==> src/rtl/note_glyph_renderer_if.sv <==
// note_glyph_renderer_if
// Bundles the command side (start/clear, note/octave, label origin) and the
// pixel side (x_out/y_out/colour/writeEn plus busy/done status) of the note
// label renderer.
//   master : the note/octave decode logic; drives commands, observes pixels.
//   slave  : the renderer; receives commands, drives the VGA pixel stream.
interface note_glyph_renderer_if;
  logic       start;
  logic       clear;
  logic [3:0] note;
  logic [1:0] octave;
  logic [7:0] x;
  logic [6:0] y;
  logic [7:0] x_out;
  logic [6:0] y_out;
  logic [2:0] colour;
  logic       writeEn;
  logic       busy;
  logic       done;

  modport master (
    output start, clear, note, octave, x, y,
    input  x_out, y_out, colour, writeEn, busy, done
  );

  modport slave (
    input  start, clear, note, octave, x, y,
    output x_out, y_out, colour, writeEn, busy, done
  );
endinterface

==> src/rtl/note_glyph_renderer.sv <==
// note_glyph_renderer
// Streams one pixel per clock to the VGA adapter. A start command draws a row
// of NUM_GLYPHS glyph slots (sharp, letter, octave digit, blank padding), each
// 12x12 scaled by SCALE, writing every pixel as foreground or background so a
// redraw erases the old label. A clear command sweeps the whole screen with
// the background colour. Pixels falling off-screen are skipped (writeEn low)
// but still take their cycle.
// Ports:
//   clk    : system clock
//   reset  : asynchronous, active-high reset
//   bus    : slave side of note_glyph_renderer_if (commands in, pixels out)
module note_glyph_renderer #(
  parameter int         SCALE      = 1,
  parameter int         NUM_GLYPHS = 3,
  parameter int         SCREEN_W   = 160,
  parameter int         SCREEN_H   = 120,
  parameter logic [2:0] FG_COLOUR  = 3'b010,
  parameter logic [2:0] BG_COLOUR  = 3'b000
) (
  input  logic                  clk,
  input  logic                  reset,
  note_glyph_renderer_if.slave  bus
);

  localparam logic [1:0] SUB_MAX   = 2'(SCALE - 1);
  localparam logic [2:0] SLOT_MAX  = 3'(NUM_GLYPHS - 1);
  localparam logic [9:0] SLOT_STEP = 10'(12 * SCALE);
  localparam logic [9:0] W_LIM     = 10'(SCREEN_W);
  localparam logic [7:0] H_LIM     = 8'(SCREEN_H);
  localparam logic [7:0] CX_MAX    = 8'(SCREEN_W - 1);
  localparam logic [6:0] CY_MAX    = 7'(SCREEN_H - 1);

  localparam logic [3:0] G_A = 4'd0,  G_B = 4'd1,  G_C = 4'd2,  G_D = 4'd3;
  localparam logic [3:0] G_E = 4'd4,  G_F = 4'd5,  G_G = 4'd6,  G_HASH = 4'd7;
  localparam logic [3:0] G_1 = 4'd8,  G_2 = 4'd9,  G_3 = 4'd10, G_4 = 4'd11;
  localparam logic [3:0] G_BLANK = 4'd12;

  typedef enum logic [1:0] {S_IDLE, S_CLEAR, S_DRAW, S_DONE} state_t;

  // 12 rows of 12 bits, row 0 in the top bits, column 0 the MSB of each row.
  function automatic logic [143:0] glyph_bitmap(input logic [3:0] g);
    case (g)
      G_A:    return {12'h000, 12'h060, 12'h090, 12'h108, 12'h204, 12'h204,
                      12'h3FC, 12'h204, 12'h204, 12'h204, 12'h000, 12'h000};
      G_B:    return {12'h000, 12'h7F0, 12'h408, 12'h408, 12'h408, 12'h7F0,
                      12'h408, 12'h408, 12'h408, 12'h7F0, 12'h000, 12'h000};
      G_C:    return {12'h000, 12'h3F8, 12'h400, 12'h400, 12'h400, 12'h400,
                      12'h400, 12'h400, 12'h400, 12'h3F8, 12'h000, 12'h000};
      G_D:    return {12'h000, 12'h7E0, 12'h410, 12'h408, 12'h408, 12'h408,
                      12'h408, 12'h408, 12'h410, 12'h7E0, 12'h000, 12'h000};
      G_E:    return {12'h000, 12'h7FC, 12'h400, 12'h400, 12'h400, 12'h7F0,
                      12'h400, 12'h400, 12'h400, 12'h7FC, 12'h000, 12'h000};
      G_F:    return {12'h000, 12'h7FC, 12'h400, 12'h400, 12'h400, 12'h7F0,
                      12'h400, 12'h400, 12'h400, 12'h400, 12'h000, 12'h000};
      G_G:    return {12'h000, 12'h3F8, 12'h400, 12'h400, 12'h400, 12'h47C,
                      12'h408, 12'h408, 12'h408, 12'h3F8, 12'h000, 12'h000};
      G_HASH: return {12'h000, 12'h330, 12'h330, 12'h7FE, 12'h330, 12'h330,
                      12'h7FE, 12'h330, 12'h330, 12'h330, 12'h000, 12'h000};
      G_1:    return {12'h000, 12'h018, 12'h038, 12'h058, 12'h018, 12'h018,
                      12'h018, 12'h018, 12'h018, 12'h07E, 12'h000, 12'h000};
      G_2:    return {12'h000, 12'h0F0, 12'h108, 12'h008, 12'h010, 12'h020,
                      12'h040, 12'h080, 12'h100, 12'h1F8, 12'h000, 12'h000};
      G_3:    return {12'h000, 12'h1F0, 12'h008, 12'h008, 12'h008, 12'h0F0,
                      12'h008, 12'h008, 12'h008, 12'h1F0, 12'h000, 12'h000};
      G_4:    return {12'h000, 12'h108, 12'h108, 12'h108, 12'h108, 12'h1FC,
                      12'h008, 12'h008, 12'h008, 12'h008, 12'h000, 12'h000};
      default: return '0;
    endcase
  endfunction

  // Which glyph occupies a slot for the latched note/octave.
  function automatic logic [3:0] slot_glyph(input logic [2:0] slot,
                                            input logic [3:0] nt,
                                            input logic [1:0] oct);
    logic [3:0] g;
    g = G_BLANK;
    case (slot)
      3'd0: begin
        case (nt)
          4'd2, 4'd5, 4'd7, 4'd10, 4'd12: g = G_HASH;
          default:                        g = G_BLANK;
        endcase
      end
      3'd1: begin
        case (nt)
          4'd1, 4'd2:   g = G_A;
          4'd3:         g = G_B;
          4'd4, 4'd5:   g = G_C;
          4'd6, 4'd7:   g = G_D;
          4'd8:         g = G_E;
          4'd9, 4'd10:  g = G_F;
          4'd11, 4'd12: g = G_G;
          default:      g = G_BLANK;
        endcase
      end
      3'd2:    g = G_1 + {2'b00, oct};
      default: g = G_BLANK;
    endcase
    return g;
  endfunction

  function automatic logic on_screen(input logic [9:0] col, input logic [7:0] row);
    return (col < W_LIM) && (row < H_LIM);
  endfunction

  state_t     state_q, state_d;
  logic [2:0] slot_q, slot_d;
  logic [3:0] gr_q, gr_d;          // glyph source row
  logic [1:0] rs_q, rs_d;          // replication count within a source row
  logic [3:0] gc_q, gc_d;          // glyph source column
  logic [1:0] cs_q, cs_d;          // replication count within a source column
  logic [5:0] sr_q, sr_d;          // scaled row within the glyph
  logic [5:0] sc_q, sc_d;          // scaled column within the glyph
  logic [9:0] slot_x_q, slot_x_d;  // column offset of the current slot
  logic [7:0] cx_q, cx_d;
  logic [6:0] cy_q, cy_d;
  logic       last_q, last_d;      // final pixel already emitted
  logic [7:0] x_out_q, x_out_d;
  logic [6:0] y_out_q, y_out_d;
  logic [2:0] colour_q, colour_d;
  logic       we_q, we_d;
  logic       busy_q, busy_d;
  logic       done_q, done_d;
  logic [3:0] note_q, note_d;
  logic [1:0] oct_q, oct_d;
  logic [7:0] ox_q, ox_d;
  logic [6:0] oy_q, oy_d;

  logic [143:0] cur_bitmap;
  logic [7:0]   bit_idx;
  logic         src_bit;
  logic [9:0]   col_sum;   // wide enough that no slot offset wraps back on-screen
  logic [7:0]   row_sum;

  assign cur_bitmap = glyph_bitmap(slot_glyph(slot_q, note_q, oct_q));
  assign bit_idx    = 8'd143 - (8'd12 * {4'b0000, gr_q} + {4'b0000, gc_q});
  assign src_bit    = cur_bitmap[bit_idx];
  assign col_sum    = {2'b00, ox_q} + slot_x_q + {4'b0000, sc_q};
  assign row_sum    = {1'b0, oy_q} + {2'b00, sr_q};

  always_comb begin
    state_d  = state_q;
    slot_d   = slot_q;
    gr_d     = gr_q;
    rs_d     = rs_q;
    gc_d     = gc_q;
    cs_d     = cs_q;
    sr_d     = sr_q;
    sc_d     = sc_q;
    slot_x_d = slot_x_q;
    cx_d     = cx_q;
    cy_d     = cy_q;
    last_d   = last_q;
    x_out_d  = x_out_q;
    y_out_d  = y_out_q;
    colour_d = colour_q;
    we_d     = 1'b0;
    done_d   = 1'b0;
    note_d   = note_q;
    oct_d    = oct_q;
    ox_d     = ox_q;
    oy_d     = oy_q;

    case (state_q)
      S_IDLE: begin
        if (bus.clear) begin
          state_d = S_CLEAR;
          cx_d    = '0;
          cy_d    = '0;
          last_d  = 1'b0;
        end else if (bus.start) begin
          state_d  = S_DRAW;
          note_d   = bus.note;
          oct_d    = bus.octave;
          ox_d     = bus.x;
          oy_d     = bus.y;
          slot_d   = '0;
          gr_d     = '0;
          rs_d     = '0;
          gc_d     = '0;
          cs_d     = '0;
          sr_d     = '0;
          sc_d     = '0;
          slot_x_d = '0;
          last_d   = 1'b0;
        end
      end

      S_CLEAR: begin
        if (last_q) begin
          state_d = S_DONE;
          done_d  = 1'b1;
        end else begin
          x_out_d  = cx_q;
          y_out_d  = cy_q;
          colour_d = BG_COLOUR;
          we_d     = 1'b1;
          if (cx_q == CX_MAX) begin
            cx_d = '0;
            if (cy_q == CY_MAX) last_d = 1'b1;
            else                cy_d   = cy_q + 7'd1;
          end else begin
            cx_d = cx_q + 8'd1;
          end
        end
      end

      S_DRAW: begin
        if (last_q) begin
          state_d = S_DONE;
          done_d  = 1'b1;
        end else begin
          x_out_d  = col_sum[7:0];
          y_out_d  = row_sum[6:0];
          colour_d = src_bit ? FG_COLOUR : BG_COLOUR;
          we_d     = on_screen(col_sum, row_sum);
          // Column sub-counter steps the source column every SCALE pixels,
          // so the source bit is (sr/SCALE, sc/SCALE) without dividing.
          sc_d = sc_q + 6'd1;
          if (cs_q == SUB_MAX) begin
            cs_d = '0;
            gc_d = gc_q + 4'd1;
          end else begin
            cs_d = cs_q + 2'd1;
          end
          if ((gc_q == 4'd11) && (cs_q == SUB_MAX)) begin
            gc_d = '0;
            sc_d = '0;
            sr_d = sr_q + 6'd1;
            if (rs_q == SUB_MAX) begin
              rs_d = '0;
              gr_d = gr_q + 4'd1;
            end else begin
              rs_d = rs_q + 2'd1;
            end
            if ((gr_q == 4'd11) && (rs_q == SUB_MAX)) begin
              gr_d     = '0;
              sr_d     = '0;
              slot_d   = slot_q + 3'd1;
              slot_x_d = slot_x_q + SLOT_STEP;
              if (slot_q == SLOT_MAX) last_d = 1'b1;
            end
          end
        end
      end

      S_DONE: begin
        state_d = S_IDLE;
      end

      default: state_d = S_IDLE;
    endcase

    busy_d = (state_d == S_CLEAR) || (state_d == S_DRAW);
  end

  always_ff @(posedge clk or posedge reset) begin
    if (reset) begin
      state_q  <= S_IDLE;
      slot_q   <= '0;
      gr_q     <= '0;
      rs_q     <= '0;
      gc_q     <= '0;
      cs_q     <= '0;
      sr_q     <= '0;
      sc_q     <= '0;
      slot_x_q <= '0;
      cx_q     <= '0;
      cy_q     <= '0;
      last_q   <= 1'b0;
      x_out_q  <= '0;
      y_out_q  <= '0;
      colour_q <= '0;
      we_q     <= 1'b0;
      busy_q   <= 1'b0;
      done_q   <= 1'b0;
    end else begin
      state_q  <= state_d;
      slot_q   <= slot_d;
      gr_q     <= gr_d;
      rs_q     <= rs_d;
      gc_q     <= gc_d;
      cs_q     <= cs_d;
      sr_q     <= sr_d;
      sc_q     <= sc_d;
      slot_x_q <= slot_x_d;
      cx_q     <= cx_d;
      cy_q     <= cy_d;
      last_q   <= last_d;
      x_out_q  <= x_out_d;
      y_out_q  <= y_out_d;
      colour_q <= colour_d;
      we_q     <= we_d;
      busy_q   <= busy_d;
      done_q   <= done_d;
    end
  end

  // Latched label parameters are plain data; they are always rewritten
  // before use, so they carry no reset.
  always_ff @(posedge clk) begin
    note_q <= note_d;
    oct_q  <= oct_d;
    ox_q   <= ox_d;
    oy_q   <= oy_d;
  end

  assign bus.x_out   = x_out_q;
  assign bus.y_out   = y_out_q;
  assign bus.colour  = colour_q;
  assign bus.writeEn = we_q;
  assign bus.busy    = busy_q;
  assign bus.done    = done_q;

endmodule

==> src/flat_wrapper.sv <==
// flat-port wrapper written by rule: the top's interface ports become plain ports
module note_glyph_renderer_flat 
#(
  parameter int         SCALE      = 1,
  parameter int         NUM_GLYPHS = 3,
  parameter int         SCREEN_W   = 160,
  parameter int         SCREEN_H   = 120,
  parameter logic [2:0] FG_COLOUR  = 3'b010,
  parameter logic [2:0] BG_COLOUR  = 3'b000
)
  (clk, reset, bus_start, bus_clear, bus_note, bus_octave, bus_x, bus_y, bus_x_out, bus_y_out, bus_colour, bus_writeEn, bus_busy, bus_done);
  note_glyph_renderer_if bus_i ();
  input  logic clk;
  input  logic reset;
  input wire logic [$bits(bus_i.start)-1:0] bus_start;
  input wire logic [$bits(bus_i.clear)-1:0] bus_clear;
  input wire logic [$bits(bus_i.note)-1:0] bus_note;
  input wire logic [$bits(bus_i.octave)-1:0] bus_octave;
  input wire logic [$bits(bus_i.x)-1:0] bus_x;
  input wire logic [$bits(bus_i.y)-1:0] bus_y;
  output wire logic [$bits(bus_i.x_out)-1:0] bus_x_out;
  output wire logic [$bits(bus_i.y_out)-1:0] bus_y_out;
  output wire logic [$bits(bus_i.colour)-1:0] bus_colour;
  output wire logic [$bits(bus_i.writeEn)-1:0] bus_writeEn;
  output wire logic [$bits(bus_i.busy)-1:0] bus_busy;
  output wire logic [$bits(bus_i.done)-1:0] bus_done;
  assign bus_i.start = bus_start;
  assign bus_i.clear = bus_clear;
  assign bus_i.note = bus_note;
  assign bus_i.octave = bus_octave;
  assign bus_i.x = bus_x;
  assign bus_i.y = bus_y;
  assign bus_x_out = bus_i.x_out;
  assign bus_y_out = bus_i.y_out;
  assign bus_colour = bus_i.colour;
  assign bus_writeEn = bus_i.writeEn;
  assign bus_busy = bus_i.busy;
  assign bus_done = bus_i.done;
  note_glyph_renderer #(.SCALE(SCALE), .NUM_GLYPHS(NUM_GLYPHS), .SCREEN_W(SCREEN_W), .SCREEN_H(SCREEN_H), .FG_COLOUR(FG_COLOUR), .BG_COLOUR(BG_COLOUR)) u_core (.clk(clk), .reset(reset), .bus(bus_i));
endmodule
==> config.mk <==
export PLATFORM = sky130hd
export DESIGN_NAME = note_glyph_renderer_flat
export DESIGN_NICKNAME = d
export VERILOG_FILES = /design/src/rtl/note_glyph_renderer_if.sv /design/src/rtl/note_glyph_renderer.sv /design/src/flat_wrapper.sv
export SDC_FILE = /design/constraint.sdc
export NUM_CORES = 1
export LEC_CHECK = 0
export BUFFER_PORTS_ARGS = -buffer_cell sky130_fd_sc_hd__buf_2
export CORE_MARGIN = 3
export CORE_UTILIZATION = 40
export CTS_CLUSTER_DIAMETER = 100
export DETAILED_ROUTE_END_ITERATION = 6
export GPL_TIMING_DRIVEN = 0
export HOLD_SLACK_MARGIN = 0.08
export MAX_ROUTING_LAYER = met4
export SLEW_MARGIN = 20
export SYNTH_ARGS = -nofsm -noshare
export SYNTH_HDL_FRONTEND = slang
export SYNTH_SLANG_ARGS = --single-unit
==> constraint.sdc <==
create_clock -name clk -period 4.2 [get_ports clk]
set_input_delay 0.42 -clock clk [delete_from_list [all_inputs] [get_ports clk]]
set_output_delay 0.42 -clock clk [all_outputs]
set_load 0.01 [all_outputs]
# --- Word level (Yosys, flattened, before mapping) ---
# Memory sizes are Yosys's and may differ from the RTL's. A register that Yosys moved wholly into a read port is not among the register bits.
# Cells that the tools add are included.
totals:
  mem_count: 2
  rom_bits: 1296
  reg_bits: 97
  inputBits: 25
classes:
  muxes: 84
  multipliers: 1
  add_sub_neg: 16
  order_cmp: 3
  n_bitwise: 1
  reduce_logical: 24
  eq_ne: 28
mem_list:
  columns: ["name", "depth", "word_bits", "read_ports", "rd_ports_with_merged_regs", "wr", "line", "text"]
  rows:
  - ["(name not given)", 16, 77, 1, 0, 0, "note_glyph_renderer.sv:42", "case (g)"]
  - ["(name not given)", 16, 4, 1, 1, 0, "note_glyph_renderer.sv:85", "case (nt)"]
ops:
  columns: ["operator", "n"]
  rows:
  - ["2-to-1 mux 10 bit", 5]
  - ["2-to-1 mux 4 bit", 11]
  - ["2-to-1 mux 6 bit", 7]
  - ["2-to-1 mux 7 bit", 6]
  - ["2-to-1 mux 8 bit", 5]
  - ["case mux 8 bit (2 select lines)", 2]
  - ["case mux 7 bit (2 select lines)", 2]
  - ["case mux 6 bit (2 select lines)", 2]
  - ["2-to-1 mux 2 bit", 11]
  - ["2-to-1 mux 3 bit", 7]
  - ["case mux 10 bit (2 select lines)", 1]
  - ["== test 4 bit (second input constant)", 4]
  - ["case mux 4 bit (2 select lines)", 2]
  - ["AND reduction 5 bit", 3]
  - ["2-to-1 mux 1 bit", 14]
  - ["adder 6 x 1 -> 6 bit (second input constant)", 2]
  - ["inequality test 2 bit (second input constant)", 6]
  - ["case mux 3 bit (2 select lines)", 2]
  - ["case mux 4 bit (3 select lines)", 1]
  - ["AND reduction 6 bit", 2]
  - ["adder 10 x 4 -> 10 bit (second input constant)", 1]
  - ["adder 10 x 6 -> 10 bit", 1]
  - ["adder 8 x 10 -> 10 bit", 1]
  - ["< comparator 10 x 8 -> 1 bit (second input constant)", 1]
  - ["other kinds (40)", 58]

# --- Longest topological paths before layout ---
# An unclocked memory read counts as a cell.
depth:
  word_depth: 10
  mapped_depth: 17
  ltp_nobuf: 16

# --- Worst setup path before layout ---
# OpenSTA, ideal clock, no wires.
synth_path:
  kind: "register -> register"
  startpoint: "register u_core.slot_q[0]"
  endpoint: "register u_core.colour_q[1] (netlist: u_core.bus.colour[1])"
  setup_slack_ns: 0.945
  path_buffers: 1
  synth_period_minus_slack_ns: 3.255
  arrival_ns: 3.189
  setup_time_ns: 0.066
  path_stages_with_launch: 18
  cell_sequence: "dfrtp_1 -> inv_1 -> ha_1 -> nor2b_1 -> buf_2 -> o31a_1 -> nor2_1 -> inv_1 -> ha_1 -> inv_1 -> a31o_1 -> a211oi_2 -> nor3_1 -> o41ai_2 -> o31a_1 -> o2111ai_1 -> a21oi_1 -> a31o_1"
synth_via:
  elab_chain_cells: 8
  elab_cells_between_ends: 10
synth_rtl:
  columns: ["item", "line", "text"]
  rows:
  - ["start: declaration", "note_glyph_renderer.sv:107", "logic [2:0] slot_q, slot_d;"]
  - ["start signal: assignment", "note_glyph_renderer.sv:279", "slot_q <= slot_d;"]
  - ["== test 3 x 2 -> 1 bit, or another cell as far along", "note_glyph_renderer.sv:77", "case (slot)"]
  - ["case mux 4 bit (3 select lines) (*)", "note_glyph_renderer.sv:77", null]
  - ["memory read (16 x 77 bit) (*)", null, null]
  - ["binary-select mux 1 bit (select 8 bit) (*)", "note_glyph_renderer.sv:137", "assign src_bit = cur_bitmap[bit_idx];"]
  - ["2-to-1 mux 1 bit (implied by the code) (*)", "note_glyph_renderer.sv:137", null]
  - ["2-to-1 mux 2 bit (*)", "note_glyph_renderer.sv:215", "colour_d = src_bit ? FG_COLOUR : BG_COLOUR;"]
  - ["2-to-1 mux 3 bit (*)", "note_glyph_renderer.sv:209", "if (last_q) begin"]
  - ["case mux 3 bit (2 select lines) (*)", "note_glyph_renderer.sv:164", "case (state_q)"]
  - ["end signal: assignment", "note_glyph_renderer.sv:292", "colour_q <= colour_d;"]
  - ["end: declaration", "note_glyph_renderer.sv:120", "logic [2:0] colour_q, colour_d;"]
# Mark *: on every way between the ends. The rest lies on a longest branch, timed or not. The select of a mux whose other input is x is not followed.
# A chain may end at the register's enable or synchronous reset.

# --- Worst setup path in the final report ---
# Same ends and word-level chain as after synthesis.

==> results.md <==
* PwrDens at 228.6 mW/mm^2
* Hold_ws at 0.1020 ns
* Buffers on Ports at 43
* Register Area at 0.002512 sq mm
* Wirelength per Cell at 17.62 microns
* Number of buffers created by CTS at 9
* Final hold viol count at 0
* Clock network power share at 45.2%
* CTS clk-pin slew, worst paths at 0.08 ns
* Area occupied by multi-input gates at 0.004237 sq mm
* Clock tree buffer depth at 2
* Worst skew pair latency at 0.35 ns
* Row count at 47
* RSZ-0062 raised after global routing: false
* Mapped Cells at 792
* Drt drc at 0
* H-tree depth at 3
* DP Area at 0.007580 sq mm
* Final core occ at 46.77%
* TritonCTS clock tree: built
* Die height at 138.9 microns
* Ant. Diodes at 0
* Slew @ Worst Pin at 0.9358 ns
* Initial Util at 41.70%
* Syn. warnings at 0
* Arrival time at the worst endpoint at 4.26 ns
* Setup violators final at 0
* Post-Layout Inst Area at 0.007921 sq mm
* Post-Route WL at 18.97 mm
* Tightest Hold Check Type: in2async
* Seq pwr share at 53.1%
* GRT Total Usage at 20.59%
* Synthesized flop and latch total at 97
* Vias per cell at 5.721
* Hold buffer count at cts at 0
* Setup CP Type: reg2reg
* Sw frac at 23.12%
* Clock Sinks at 97
* Layout cells sized above 1 at 12.95%
* Die footprint at 0.01929 sq mm
* DR pass1 iterations at 5
* CP required at 4.50 ns
* Vias in the first global route at 5,877
* P_int at 1392 uW
* I/O Pins at 46
* Mapped Area at 0.007063 sq mm
* Period minus WS final at 3.962 ns
* Fmax at 252.4 MHz
* # fillers at 1,640
* Maximum vdd drop at 0.2435 mV
* Logic pwr share at 1.7%
* Die width at 138.9 microns
* Core Box Area at 0.01694 sq mm
* Distinct cells, synth at 85
* Total power at 1811 uW
* Starting DRT DRC Count at 630
* Max Cap Viol at 0
* Top_reg_cell synth: dfrtp_1
* Clk root buf: clkbuf_16
* EDFF count, synth at 21
* CP max FO at 9
* GRT overflow at 0
* Pin count of the biggest net entering global routing at 39
* Status: completed
* Final period util at 94.34%
* NetSw at 418.7 uW
* Crit path capture type: flip-flop
* Clk_skew at 0.01277 ns
* First-pass GRT wire length at 31.56 mm
* Vias at 6,162
* Post-route ant nets at 0
* Asr flop ratio synth at 74.23%
* Leak at 0.003483 uW
* Final GP Congestion at 0.9773
* # nets final at 941
* Area delta synth->final at 12.15%
* Rel. slew slack at 37.04%
* Critical Path Source Type: flip-flop
* Sequential share of the synthesized area at 35.57%
* Post-DP HPWL at 14.46 mm
* Avg Inst Size Synth at 8.918 sq um
* Initial antenna violation count at 0
* R2r setup slk at 0.24 ns
* Max-slew violation count at 0
[worst max-delay path, cell delays in order (launching register included)]
cell	delay, ns
dfrtp_1	0.44
inv_1	0.10
ha_1	0.29
nor2b_1	0.15
buf_2	0.24
o31a_1	0.29
nor2_4	0.11
inv_1	0.15
ha_1	0.26
inv_1	0.07
a31o_1	0.26
a211oi_4	0.31
o21ai_0	0.26
o41ai_2	0.12
nor3_1	0.11
a211o_1	0.25
o311ai_2	0.31
a31o_1	0.18
[power groups by stage]
stage / clock, uW / combinational, uW / sequential [uW]
after floorplan: 0 / 13.0 / 980
after global placement: 0 / 29.8 / 980
after detailed placement: 0 / 32.9 / 980
after CTS: 846 / 33.0 / 961
after global routing: 897 / 37.0 / 960
final: 818 / 31.6 / 961
[state kept, by name, summed over array words and instances, names as in the netlist, 3 cells and up, named ones only]
register,flops
u_core.bus.x_out,8
u_core.sr_q,6
u_core.cy_q,7
u_core.bus.y_out,7
u_core.cx_q,8
u_core.gc_q,4
u_core.slot_q,3
u_core.gr_q,4
u_core.oy_q,7
u_core.note_q,4
u_core.slot_x_q,8
u_core.ox_q,8
u_core.sc_q,6
[placed cells by master, fill, tap and decap left out, types with 17 or more instances in the layout]
cell type / synthesis / routed
xnor2_1: 17 / 17
nand2_1: 69 / 69
o21ai_0: 78 / 78
dfrtp_1: 72 / 72
inv_1: 42 / 41
a21oi_1: 50 / 50
nand3_1: 27 / 27
nor2_1: 59 / 57
buf_2: 7 / 50
edfxtp_1: 21 / 21
clkbuf_1: 24 / 24
ha_1: 57 / 57
[logic make-up (layout without fill, tap and decap cells)]
logic type | after synthesis | count (layout) | share of synthesized area (%)
AO/OA/AOI/OAI | 243 | 243 | 22.71
XOR/XNOR | 34 | 34 | 4.322
adder cells (fa/ha/maj) | 64 | 64 | 12.08
buffers and inverters | 79 | 143 | 4.748
flip-flops | 97 | 97 | 35.57
multiplexers | 12 | 12 | 1.789
other | 1 | 2 | 0.05309
AND/OR/NAND/NOR | 262 | 262 | 18.72
[Yosys cell counts (5+ instances only)]
cell type	instances	share of area, %
a21boi_0	5	0.53
a21o_1	9	0.96
a21oi_1	50	3.5
a22oi_1	13	1.4
a31oi_1	5	0.44
and2_1	9	0.80
and3_1	7	0.62
buf_2	7	0.50
clkbuf_1	24	1.3
dfrtp_1	72	26
edfxtp_1	21	8.9
fa_1	7	2.0
ha_1	57	10
inv_1	42	2.2
mux2_2	5	0.80
mux2i_1	7	0.99
nand2_1	69	3.7
nand2b_1	15	1.3
nand3_1	27	1.9
nand4_1	16	1.4
nor2_1	59	3.1
nor2b_1	9	0.80
nor3_1	16	1.1
nor4_1	5	0.44
o211ai_1	5	0.53
o21ai_0	78	5.5
o21bai_1	7	0.74
o22a_1	5	0.62
o31ai_1	8	0.85
or2_2	6	0.53
xnor2_1	17	2.1
xor2_1	16	2.0
[routing by layer]
layer | GRT usage, % | share of wire [%] | vias up
met3 | 4.207 | 7.1 | 39
met5 | - | 0 | -
li1 | - | - | 2989
met4 | 7.055 | 2.7 | 0
met2 | 28.66 | 43 | 259
met1 | 29.80 | 48 | 2875
[final cells by class]
cell class	instances	share of cell area (%)
inverter	42	2.022
sequential	97	31.72
buffer	37	2.243
clock buffer	9	2.843
multi-input combinational	617	53.48
timing repair buffer	48	3.349
clock inverter	7	0.8687
tap	220	3.475
[repair_timing]
action | in CTS | in global routing
buffers inserted | 0 | 4
endpoints found under the setup margin | 1 | 1
resized for setup | 1 | 3
pin swaps | 0 | 2
[stage by stage]
step	std cells	setup WS, ns	TNS (ns)
global placement	1056	-0.1442	-0.1442
global route	1077	0.006039	0
CTS	1073	0.1794	0
detailed placement	1057	0.03836	0
floorplan	793	0.9453	0
finish	1077	0.2377	0
[path summary, 6_finish.rpt]
path / start / end / depth (start not counted)
setup / recovery: u_core.slot_q[0] / u_core.bus.colour[1] / 17
hold reg to reg: u_core.bus.x_out[5] / u_core.bus.x_out[5] / 2
setup reg to reg: u_core.slot_q[0] / u_core.bus.colour[1] / 17
min in group clk: bus_y[3] / u_core.oy_q[3] / 1
hold / removal: reset / u_core.bus.x_out[3] / 2
max in group asynchronous: reset / u_core.sr_q[0] / 3
Power figures use the tool's default switching activity.
